### config.mk
export PLATFORM = sky130hd
export DESIGN_NAME = ex_stage
export DESIGN_NICKNAME = d
export VERILOG_FILES = /design/src/rtl/ex_stage.sv
export SDC_FILE = /design/constraint.sdc
export NUM_CORES = 2
export LEC_CHECK = 0
export ABC_CLOCK_PERIOD_IN_PS = 4990
export CORE_ASPECT_RATIO = 1.5
export CORE_MARGIN = 1
export CORE_UTILIZATION = 35
export DETAILED_ROUTE_END_ITERATION = 10
export GPL_TIMING_DRIVEN = 0
export HOLD_SLACK_MARGIN = 0.15
export PLACE_DENSITY = 0.58
export SYNTH_ARGS = -nofsm -noshare
export SYNTH_HDL_FRONTEND = slang
export SYNTH_SLANG_ARGS = --single-unit
### constraint.sdc
create_clock -name clk -period 4.99 [get_ports clk]
set_clock_uncertainty 0.05 [all_clocks]
set_input_delay 1.497 -clock clk [delete_from_list [all_inputs] [get_ports clk]]
set_output_delay 1.497 -clock clk [all_outputs]
set_load 0.01 [all_outputs]
### src/rtl/ex_stage.sv
// ex_stage: execute stage with ALU, branch resolve and an iterative MUL/DIV unit owning HI/LO.
// Define EX_MTHILO_EN to add MTHI/MTLO (funct 0x11/0x13), which write HI/LO from rs.
module ex_stage #(
    parameter int WIDTH          = 32,
    parameter int BITS_PER_CYCLE = 1
) (
    input  logic             clk,
    input  logic             reset,
    input  logic             rrex_regwrite,
    input  logic             rrex_regdst,
    input  logic             rrex_aluop,
    input  logic             rrex_memread,
    input  logic             rrex_memwrite,
    input  logic             rrex_memtoreg,
    input  logic             rrex_branch,
    input  logic [WIDTH-1:0] rrex_pc,
    input  logic [WIDTH-1:0] rrex_data1,
    input  logic [WIDTH-1:0] rrex_data2,
    input  logic [WIDTH-1:0] rrex_extended16,
    input  logic [4:0]       rrex_rs,
    input  logic [4:0]       rrex_rt,
    input  logic [4:0]       rrex_rd,
    input  logic [25:0]      rrex_address,
    output logic             ex_stall,
    output logic             exmem_regwrite,
    output logic             exmem_memread,
    output logic             exmem_memwrite,
    output logic             exmem_memtoreg,
    output logic [WIDTH-1:0] exmem_alu_result,
    output logic [WIDTH-1:0] exmem_store_data,
    output logic [4:0]       exmem_dest,
    output logic             exmem_branch_taken,
    output logic [WIDTH-1:0] exmem_branch_target
);

    localparam int N     = WIDTH / BITS_PER_CYCLE;
    localparam int CNT_W = (N > 1) ? $clog2(N) : 1;
    localparam logic [CNT_W-1:0] CNT_LAST = CNT_W'(N - 1);

    localparam logic [5:0] F_SLL   = 6'h00;
    localparam logic [5:0] F_SRL   = 6'h02;
    localparam logic [5:0] F_SRA   = 6'h03;
    localparam logic [5:0] F_MFHI  = 6'h10;
    localparam logic [5:0] F_MFLO  = 6'h12;
    localparam logic [5:0] F_MULT  = 6'h18;
    localparam logic [5:0] F_MULTU = 6'h19;
    localparam logic [5:0] F_DIV   = 6'h1A;
    localparam logic [5:0] F_DIVU  = 6'h1B;
    localparam logic [5:0] F_ADD   = 6'h20;
    localparam logic [5:0] F_ADDU  = 6'h21;
    localparam logic [5:0] F_SUB   = 6'h22;
    localparam logic [5:0] F_SUBU  = 6'h23;
    localparam logic [5:0] F_AND   = 6'h24;
    localparam logic [5:0] F_OR    = 6'h25;
    localparam logic [5:0] F_XOR   = 6'h26;
    localparam logic [5:0] F_NOR   = 6'h27;
    localparam logic [5:0] F_SLT   = 6'h2A;
    localparam logic [5:0] F_SLTU  = 6'h2B;
`ifdef EX_MTHILO_EN
    localparam logic [5:0] F_MTHI  = 6'h11;
    localparam logic [5:0] F_MTLO  = 6'h13;
`endif

    typedef enum logic [1:0] {
        S_IDLE,
        S_MUL,
        S_DIV
    } md_state_e;

    md_state_e          state_q, state_d;
    logic [CNT_W-1:0]   cnt_q, cnt_d;
    logic [WIDTH-1:0]   hi_q, hi_d, lo_q, lo_d;
    logic [2*WIDTH-1:0] mcand_q, mcand_d, prod_q, prod_d;
    logic [WIDTH-1:0]   mplier_q, mplier_d;
    logic [WIDTH:0]     rem_q, rem_d;
    logic [WIDTH-1:0]   quo_q, quo_d, dvs_q, dvs_d, dividend_q, dividend_d;
    logic               neg_lo_q, neg_lo_d, neg_hi_q, neg_hi_d;
    logic               div_zero_q, div_zero_d;

    logic               exmem_regwrite_q, exmem_regwrite_d;
    logic               exmem_memread_q, exmem_memread_d;
    logic               exmem_memwrite_q, exmem_memwrite_d;
    logic               exmem_memtoreg_q, exmem_memtoreg_d;
    logic [WIDTH-1:0]   exmem_alu_result_q, exmem_alu_result_d;
    logic [WIDTH-1:0]   exmem_store_data_q, exmem_store_data_d;
    logic [4:0]         exmem_dest_q, exmem_dest_d;
    logic               exmem_branch_taken_q, exmem_branch_taken_d;
    logic [WIDTH-1:0]   exmem_branch_target_q, exmem_branch_target_d;

    logic [5:0]         funct;
    logic [4:0]         shamt;
    logic               is_md, is_mthi, is_mtlo, is_dep, md_signed, md_bubble;
    logic [WIDTH-1:0]   alu_res, mag_a, mag_b;
    logic [2*WIDTH-1:0] mul_sum, mul_fin;
    logic [WIDTH:0]     div_rem;
    logic [WIDTH-1:0]   div_quo, quo_fin, rem_fin;
    logic               unused_bits;

    assign unused_bits = ^{rrex_address, rrex_rs};

    // Decode; HI/LO readers and writers are the only instructions that wait on the MD unit.
    always_comb begin
        funct   = rrex_extended16[5:0];
        shamt   = rrex_extended16[10:6];
        is_md   = rrex_aluop && (funct inside {F_MULT, F_MULTU, F_DIV, F_DIVU});
        is_mthi = 1'b0;
        is_mtlo = 1'b0;
`ifdef EX_MTHILO_EN
        is_mthi = rrex_aluop && (funct == F_MTHI);
        is_mtlo = rrex_aluop && (funct == F_MTLO);
`endif
        is_dep    = is_md || is_mthi || is_mtlo ||
                    (rrex_aluop && ((funct == F_MFHI) || (funct == F_MFLO)));
        ex_stall  = (state_q != S_IDLE) && is_dep;
        md_bubble = is_md || is_mthi || is_mtlo;
    end

    always_comb begin
        alu_res = '0;
        if (!rrex_aluop) begin
            alu_res = rrex_data1 + rrex_extended16;
        end else begin
            case (funct)
                F_ADD, F_ADDU: alu_res = rrex_data1 + rrex_data2;
                F_SUB, F_SUBU: alu_res = rrex_data1 - rrex_data2;
                F_AND:         alu_res = rrex_data1 & rrex_data2;
                F_OR:          alu_res = rrex_data1 | rrex_data2;
                F_XOR:         alu_res = rrex_data1 ^ rrex_data2;
                F_NOR:         alu_res = ~(rrex_data1 | rrex_data2);
                F_SLT:         alu_res = {{(WIDTH-1){1'b0}}, $signed(rrex_data1) < $signed(rrex_data2)};
                F_SLTU:        alu_res = {{(WIDTH-1){1'b0}}, rrex_data1 < rrex_data2};
                F_SLL:         alu_res = rrex_data2 << shamt;
                F_SRL:         alu_res = rrex_data2 >> shamt;
                F_SRA:         alu_res = $signed(rrex_data2) >>> shamt;
                F_MFHI:        alu_res = hi_q;
                F_MFLO:        alu_res = lo_q;
                default:       alu_res = '0;
            endcase
        end
    end

    // One iteration of shift-add multiply and restoring divide, BITS_PER_CYCLE bits at a time.
    always_comb begin
        md_signed = (funct == F_MULT) || (funct == F_DIV);
        mag_a     = (md_signed && rrex_data1[WIDTH-1]) ? -rrex_data1 : rrex_data1;
        mag_b     = (md_signed && rrex_data2[WIDTH-1]) ? -rrex_data2 : rrex_data2;

        mul_sum = prod_q;
        for (int i = 0; i < BITS_PER_CYCLE; i++) begin
            if (mplier_q[i]) begin
                mul_sum = mul_sum + (mcand_q << i);
            end
        end
        mul_fin = neg_lo_q ? -mul_sum : mul_sum;

        div_rem = rem_q;
        div_quo = quo_q;
        for (int i = 0; i < BITS_PER_CYCLE; i++) begin
            div_rem = {div_rem[WIDTH-1:0], div_quo[WIDTH-1]};
            div_quo = {div_quo[WIDTH-2:0], 1'b0};
            if (div_rem >= {1'b0, dvs_q}) begin
                div_rem    = div_rem - {1'b0, dvs_q};
                div_quo[0] = 1'b1;
            end
        end
        quo_fin = neg_lo_q ? -div_quo : div_quo;
        rem_fin = neg_hi_q ? -div_rem[WIDTH-1:0] : div_rem[WIDTH-1:0];
    end

    always_comb begin
        state_d    = state_q;
        cnt_d      = cnt_q;
        hi_d       = hi_q;
        lo_d       = lo_q;
        mcand_d    = mcand_q;
        prod_d     = prod_q;
        mplier_d   = mplier_q;
        rem_d      = rem_q;
        quo_d      = quo_q;
        dvs_d      = dvs_q;
        dividend_d = dividend_q;
        neg_lo_d   = neg_lo_q;
        neg_hi_d   = neg_hi_q;
        div_zero_d = div_zero_q;
        case (state_q)
            S_IDLE: begin
                if (is_md) begin
                    state_d    = ((funct == F_MULT) || (funct == F_MULTU)) ? S_MUL : S_DIV;
                    cnt_d      = '0;
                    mcand_d    = {{WIDTH{1'b0}}, mag_a};
                    mplier_d   = mag_b;
                    prod_d     = '0;
                    rem_d      = '0;
                    quo_d      = mag_a;
                    dvs_d      = mag_b;
                    dividend_d = rrex_data1;
                    neg_lo_d   = md_signed && (rrex_data1[WIDTH-1] ^ rrex_data2[WIDTH-1]);
                    neg_hi_d   = md_signed && rrex_data1[WIDTH-1];
                    div_zero_d = (rrex_data2 == '0);
                end
                if (is_mthi) hi_d = rrex_data1;
                if (is_mtlo) lo_d = rrex_data1;
            end
            S_MUL: begin
                prod_d   = mul_sum;
                mcand_d  = mcand_q << BITS_PER_CYCLE;
                mplier_d = mplier_q >> BITS_PER_CYCLE;
                if (cnt_q == CNT_LAST) begin
                    state_d      = S_IDLE;
                    {hi_d, lo_d} = mul_fin;
                end else begin
                    cnt_d = cnt_q + CNT_W'(1);
                end
            end
            S_DIV: begin
                rem_d = div_rem;
                quo_d = div_quo;
                if (cnt_q == CNT_LAST) begin
                    state_d = S_IDLE;
                    lo_d    = div_zero_q ? '1 : quo_fin;
                    hi_d    = div_zero_q ? dividend_q : rem_fin;
                end else begin
                    cnt_d = cnt_q + CNT_W'(1);
                end
            end
            default: state_d = S_IDLE;
        endcase
    end

    // A stalled instruction leaves a bubble; MD and MTHI/MTLO retire without a register write.
    always_comb begin
        exmem_regwrite_d      = rrex_regwrite && !ex_stall && !md_bubble;
        exmem_memread_d       = rrex_memread && !ex_stall;
        exmem_memwrite_d      = rrex_memwrite && !ex_stall;
        exmem_memtoreg_d      = rrex_memtoreg;
        exmem_alu_result_d    = alu_res;
        exmem_store_data_d    = rrex_data2;
        exmem_dest_d          = rrex_regdst ? rrex_rd : rrex_rt;
        exmem_branch_taken_d  = rrex_branch && (rrex_data1 == rrex_data2) && !ex_stall;
        exmem_branch_target_d = rrex_pc + (rrex_extended16 << 2);
    end

    always_ff @(posedge clk) begin
        if (reset) begin
            state_q               <= S_IDLE;
            cnt_q                 <= '0;
            hi_q                  <= '0;
            lo_q                  <= '0;
            mcand_q               <= '0;
            prod_q                <= '0;
            mplier_q              <= '0;
            rem_q                 <= '0;
            quo_q                 <= '0;
            dvs_q                 <= '0;
            dividend_q            <= '0;
            neg_lo_q              <= 1'b0;
            neg_hi_q              <= 1'b0;
            div_zero_q            <= 1'b0;
            exmem_regwrite_q      <= 1'b0;
            exmem_memread_q       <= 1'b0;
            exmem_memwrite_q      <= 1'b0;
            exmem_memtoreg_q      <= 1'b0;
            exmem_alu_result_q    <= '0;
            exmem_store_data_q    <= '0;
            exmem_dest_q          <= '0;
            exmem_branch_taken_q  <= 1'b0;
            exmem_branch_target_q <= '0;
        end else begin
            state_q               <= state_d;
            cnt_q                 <= cnt_d;
            hi_q                  <= hi_d;
            lo_q                  <= lo_d;
            mcand_q               <= mcand_d;
            prod_q                <= prod_d;
            mplier_q              <= mplier_d;
            rem_q                 <= rem_d;
            quo_q                 <= quo_d;
            dvs_q                 <= dvs_d;
            dividend_q            <= dividend_d;
            neg_lo_q              <= neg_lo_d;
            neg_hi_q              <= neg_hi_d;
            div_zero_q            <= div_zero_d;
            exmem_regwrite_q      <= exmem_regwrite_d;
            exmem_memread_q       <= exmem_memread_d;
            exmem_memwrite_q      <= exmem_memwrite_d;
            exmem_memtoreg_q      <= exmem_memtoreg_d;
            exmem_alu_result_q    <= exmem_alu_result_d;
            exmem_store_data_q    <= exmem_store_data_d;
            exmem_dest_q          <= exmem_dest_d;
            exmem_branch_taken_q  <= exmem_branch_taken_d;
            exmem_branch_target_q <= exmem_branch_target_d;
        end
    end

    assign exmem_regwrite      = exmem_regwrite_q;
    assign exmem_memread       = exmem_memread_q;
    assign exmem_memwrite      = exmem_memwrite_q;
    assign exmem_memtoreg      = exmem_memtoreg_q;
    assign exmem_alu_result    = exmem_alu_result_q;
    assign exmem_store_data    = exmem_store_data_q;
    assign exmem_dest          = exmem_dest_q;
    assign exmem_branch_taken  = exmem_branch_taken_q;
    assign exmem_branch_target = exmem_branch_target_q;

endmodule

# == Yosys cells after proc, flatten, opt, wreduce, memory -nomap -nowiden ==
# Cells that the tools add are included.
# op_classes
mux,36
n_eq_ne,27
magnitude_cmp,3
n_addsub,12
reduce_logical,36
shifts,3
n_bitwise,5
# op_table
operator,count
32-bit two-way mux,15
32-bit one-hot mux with 13 select lines,1
32-bit one-hot mux with 2 select lines,5
64-bit two-way mux,4
64-bit one-hot mux with 2 select lines,2
32-bit negator,4
32-bit adder,3
64-bit adder,1
32-bit less-than comparator,2
64-bit negator,1
32-bit subtractor,2
6-bit == test (second input constant),10
6-bit by 5-bit == test with 1-bit output (second input constant),6
33-bit by 32-bit greater-or-equal comparator with 1-bit output,1
32-bit bitwise AND,1
32-bit == test,1
32-bit zero test,1
32-bit NOT,1
32-bit bitwise OR,1
32-bit by 5-bit left shift with 32-bit output,1
32-bit by 5-bit right shift with 32-bit output,1
32-bit by 5-bit >>> shifter with 32-bit output,1
32-bit bitwise XOR,1
5-bit two-way mux,3
other kinds (22),53
# word_totals
register_bits,468
wordCells,145
inputBits,178

# == Depth between registers and ports, before layout ==
# logic_depth
ltp_word,8
mapped_depth,26

# == Worst setup path after synthesis ==
# No wires, ideal clock.
# synth_path
path_kind,register to register
start,reg rem_q[8]
end,reg hi_q[28]
t_arrival_ns,5.029
required_time_ns,4.837
period_less_slack_ns,5.183
setup_time_ns,0.103
setup_slack_ns,-0.193
stages_incl_launch_ff,23
cell_sequence,dfxtp_1 > ha_1 > clkbuf_1 > nand4_1 > or2_2 > o21ai_1 > a31oi_1 > o31ai_2 > clkbuf_1 > buf_1 > mux2i_1 > ha_1 > inv_1 > a2111oi_0 > nand3_1 > nor2_1 > mux2i_1 > a21oi_1 > nand4b_1 > o41ai_1 > xor2_1 > nor2_1 > a2111oi_2
# synth_via
elab_chain_cells,7
elab_cells_between_ends,8
# synth_rtl
element,line_no,rtl
start: declaration,75,"logic [WIDTH:0] rem_q, rem_d;"
start signal: assignment,276,rem_q <= rem_d;
32-bit subtractor / 33-bit by 32-bit greater-or-equal comparator with 1-bit output (equally long branches),"162, 161",
32-bit two-way mux (*),161,"if (div_rem >= {1'b0, dvs_q}) begin"
32-bit negator,167,rem_fin = neg_hi_q ? -div_rem[WIDTH-1:0] : div_rem[WIDTH-1:0];
32-bit two-way mux (*),167,
32-bit two-way mux (*),221,hi_d = div_zero_q ? dividend_q : rem_fin;
32-bit two-way mux (*),218,if (cnt_q == CNT_LAST) begin
32-bit one-hot mux with 2 select lines (*),185,case (state_q)
end signal: assignment,271,hi_q <= hi_d;
end: declaration,72,"logic [WIDTH-1:0] hi_q, hi_d, lo_q, lo_d;"
# Mark *: on every way between the ends. The rest lies on a longest branch, timed or not. The select of a mux whose other input is x is not followed.
# A chain may end at the register's enable or synchronous reset.

# == Worst setup path in the final report ==
# layout_path
start,in rrex_data2[22]
end,reg exmem_alu_result_q[29] (netlist: exmem_alu_result[29])
# layout_via
elab_chain_cells,3
elab_cells_between_ends,7
# layout_rtl
element,line_no,rtl
start: declaration,18,"input logic [WIDTH-1:0] rrex_data2,"
"32-bit subtractor, or another cell as far along",125,"F_SUB, F_SUBU: alu_res = rrex_data1 - rrex_data2;"
32-bit one-hot mux with 13 select lines (*),123,case (funct)
32-bit two-way mux (*),120,if (!rrex_aluop) begin
end signal: assignment,287,exmem_alu_result_q <= exmem_alu_result_d;
end: declaration,84,"logic [WIDTH-1:0] exmem_alu_result_q, exmem_alu_result_d;"
# Mark *: on every way between the ends. The rest lies on a longest branch, timed or not.

==> flow_summary.toml <==
[clock_network]
cts.clk_slew.worst_paths_ns = 0.06
cts-buffers-inserted = 52
insertion_delay_ns = 0.68
cts_tree = "built"
cts_max_level = 2
cts_buffer_depth = 3
cts-root-buf = "clkbuf_16"
cts.sinks = 468

[grt]
grt_pass1_vias = 45369
antenna_found_initial = 10
grt_pass1_wl_um = 337000
grt-ovfl-total = 0
grt_max_degree = 15
grtUsageTotal = 0.408

[place]
gp_congestion = 1.08
dp_hpwl_um = 191000
io_buffers = 251
placed_area_um2 = 44300

[critical_path]
worstPathArrival_ns = 5.70
cp-start-kind = "primary input"
end_kind = "flip-flop"
critical_path_class = "primary input to flip-flop"
worst-path-max-fanout = 8
cp.required_ns = 5.44
r2r_cells = 23

[timing]
finalWorstSetupSlack_ns = -0.259
fin_hold_ws_ns = 0.407
hold_viol = 0
setup_viol = 8
max_freq_mhz = 191
fin_crit_sh = 1.05
rsz0062_at_grt = "yes"
period_needed_ns = 5.25
worstMarginPinSlew_ns = 1.61
timing.slew.headroom = -0.0705
slew_violations = 11

[floorplan]
die_w_um = 278
die_area_um2 = 116000
die_h_um = 416
core_um2 = 113000
io-pin-count = 285
start_util = 0.354
rows = 151

[yosys]
synth-seq-cells = 468
yosysWarningCount = 0
syn_area_per_cell_um2 = 7.15
synth_flop_cell = "dfxtp_1"
synthCells = 5594
synth_cell_types = 103
synth.cell_area_um2 = 40000
synth_edf_count = 0
async_flop_share = 0
seq_area_frac_synth = 0.234
synth_fp_nets = 6039

[power_and_ir_drop]
p_switching_mw = 4.44
switching_share = 0.367
power_mw = 12.1
p_clk_frac = 0.368
seqPwrFrac = 0.319
vdd_drop_max_mv = 0.263
pwr-share-comb = 0.313
power-per-cell-area_nw_per_um2 = 247
p_leak_nw = 18.6
p_int_mw = 7.67

[status]
violations = "max-capacitance violations, max-slew violations, negative setup slack"
outcome = "complete, but fails checks"

[route]
dr.pass1.iters = 8
ant_nets = 0
via_count = 46945
drt-wirelength-per-cell_um = 32.4
vias_per_cell = 6.26
drt-total-wl_um = 243000
route.detailed.drc = 0
drtIter0Drc = 4681

[layout]
area_delta_synth_final_pct = 22.7
fillers = 11857
nNetsFinal = 6445
design_area_um2 = 49100
drive_gt1_frac = 0.109

[hold_path]
hp-class = "flip-flop to flip-flop"
hold_depth = 2

[run]
max_cap_viol_count = 1
final cells by class:
type / count / area, um2 / share of cell area
antenna: 6 / 15.0 / 0.000306
buffer: 340 / 1470 / 0.0300
clock inverter: 34 / 467 / 0.00951
clock buffer: 64 / 1440 / 0.0293
multi-input combinational: 4549 / 30100 / 0.613
sequential: 468 / 9400 / 0.192
timing repair buffer: 383 / 3510 / 0.0716
tap: 1453 / 1820 / 0.0370
inverter: 206 / 862 / 0.0176
kinds of logic after synthesis:
kind of cell | synth area share
and+or+nand+nor | 0.221
AOI/OAI and AO/OA | 0.283
buffers and inverters | 0.0543
DFF | 0.234
xor gates and xnor gates | 0.0635
adders and majority gates | 0.0846
muxes | 0.0592
per-stage QoR:
| step | setup slack [ns] | util | setup TNS (ns) | cells |
|---|---|---|---|---|
| floorplan | 0.0467 | - | 0 | 5594 |
| global placement | -3.02 | 0.392 | -532.15 | 7298 |
| detailed placement | -3.04 | 0.392 | -520.95 | 7298 |
| CTS | -0.0400 | 0.427 | -0.0400 | 7481 |
| global route | -0.260 | 0.434 | -0.742 | 7499 |
| finish | -0.259 | 0.434 | -0.666 | 7503 |
worst max-delay path: stages:
cell	delay (ns)
dlygate4sd2_1	0.61
clkinvlp_4	0.45
ha_1	0.37
clkbuf_1	0.32
inv_1	0.22
nand2_1	0.14
a21oi_1	0.07
a2111oi_4	0.52
nor2_1	0.16
o21ai_1	0.22
nand2_1	0.14
a21boi_0	0.21
mux2i_1	0.12
xnor2_1	0.19
a211oi_2	0.27
o21ai_0	0.17
power groups by stage:
stage | sequential (mW) | clock, mW | combinational, mW
floorplan | 3.98 | 0 | 1.76
global placement | 3.95 | 0 | 3.25
detailed placement | 3.95 | 0 | 3.24
CTS | 3.87 | 4.48 | 3.54
global route | 3.88 | 4.62 | 3.91
finish | 3.87 | 4.45 | 3.79
synthesized netlist by cell type, types with 76 or more instances:
cell type,instances,area share
a211oi_1,78,0.015
a21o_1,76,0.014
a21oi_1,570,0.071
a22oi_1,101,0.019
clkbuf_1,320,0.030
dfxtp_1,468,0.23
ha_1,261,0.082
inv_1,201,0.019
mux2i_1,187,0.047
nand2_1,605,0.057
nand3_1,113,0.014
nor2_1,738,0.069
nor3_1,136,0.017
o21ai_0,423,0.053
xnor2_1,221,0.048
worst paths after layout:
| kind | start | to | slack (ns) |
|---|---|---|---|
| worst min-delay path | hi_q[9]$_SDFFE_PP0P_ | hi_q[9]$_SDFFE_PP0P_ | 0.41 |
| worst max register to register | dvs_q[23]$_SDFFE_PP0P_ | hi_q[18]$_SDFFE_PP0P_ | 0.03 |
| worst max-delay path | rrex_data2[22] | exmem_alu_result[29]$_SDFF_PP0_ | -0.26 |
| worst min register to register | hi_q[9]$_SDFFE_PP0P_ | hi_q[9]$_SDFFE_PP0P_ | 0.41 |
sequential cells by signal (all words and copies together) (netlist names), 32 cells and up:
name and cells:
quo_q 32, lo_q 32, hi_q 32, dvs_q 32, exmem_branch_target 32, dividend_q 32
prod_q 64, rem_q 32, exmem_store_data 32, exmem_alu_result 32, mcand_q 64, mplier_q 32
metal layers:
layer | GRT usage | vias to the layer above | share of wire | wire length (um)
li1 | - | 21012 | - | -
met1 | 0.403 | 22583 | 0.34 | 81800
met2 | 0.677 | 2402 | 0.46 | 112000
met3 | 0.0895 | 938 | 0.070 | 17000
met4 | 0.451 | 10 | 0.13 | 32200
met5 | 0 | - | 0.00027 | 66
cell usage in the layout (no fill, tap or decap), types with 23 or more instances in the layout:
cell type	Yosys	final
nor3_1	136	122
o31ai_1	47	38
o221ai_1	32	30
ha_1	261	229
o211ai_1	64	64
or3_1	39	37
o21ai_1	29	44
mux2i_1	187	178
and3_1	25	24
nand3_1	113	108
clkbuf_16	0	54
a221oi_1	26	24
a211oi_1	78	68
nand2_1	605	600
xnor2_1	221	214
nor2b_1	36	34
a31oi_1	59	49
nand4_1	65	65
a21oi_1	570	547
nor2_1	738	733
o21ai_0	423	394
nor4_1	39	25
ha_4	0	23
buf_4	0	131
clkdlybuf4s50_1	0	199
o21a_1	40	40
buf_1	47	35
clkbuf_1	320	255
a21o_1	76	75
clkinvlp_4	0	30
and2_1	31	29
a22oi_1	101	100
nand2b_1	46	46
o21bai_1	38	38
clkbuf_2	0	31
dfxtp_1	468	448
xor2_1	69	68
inv_1	201	173
timing repair:
action | in CTS | in global routing
pin swaps | 58 | 43
setup endpoints to repair | 390 | 89
resized for setup | 471 | 180
buffers inserted | 101 | 31
hold buffers | 0 | 0
(Power assumes the default switching activity.)
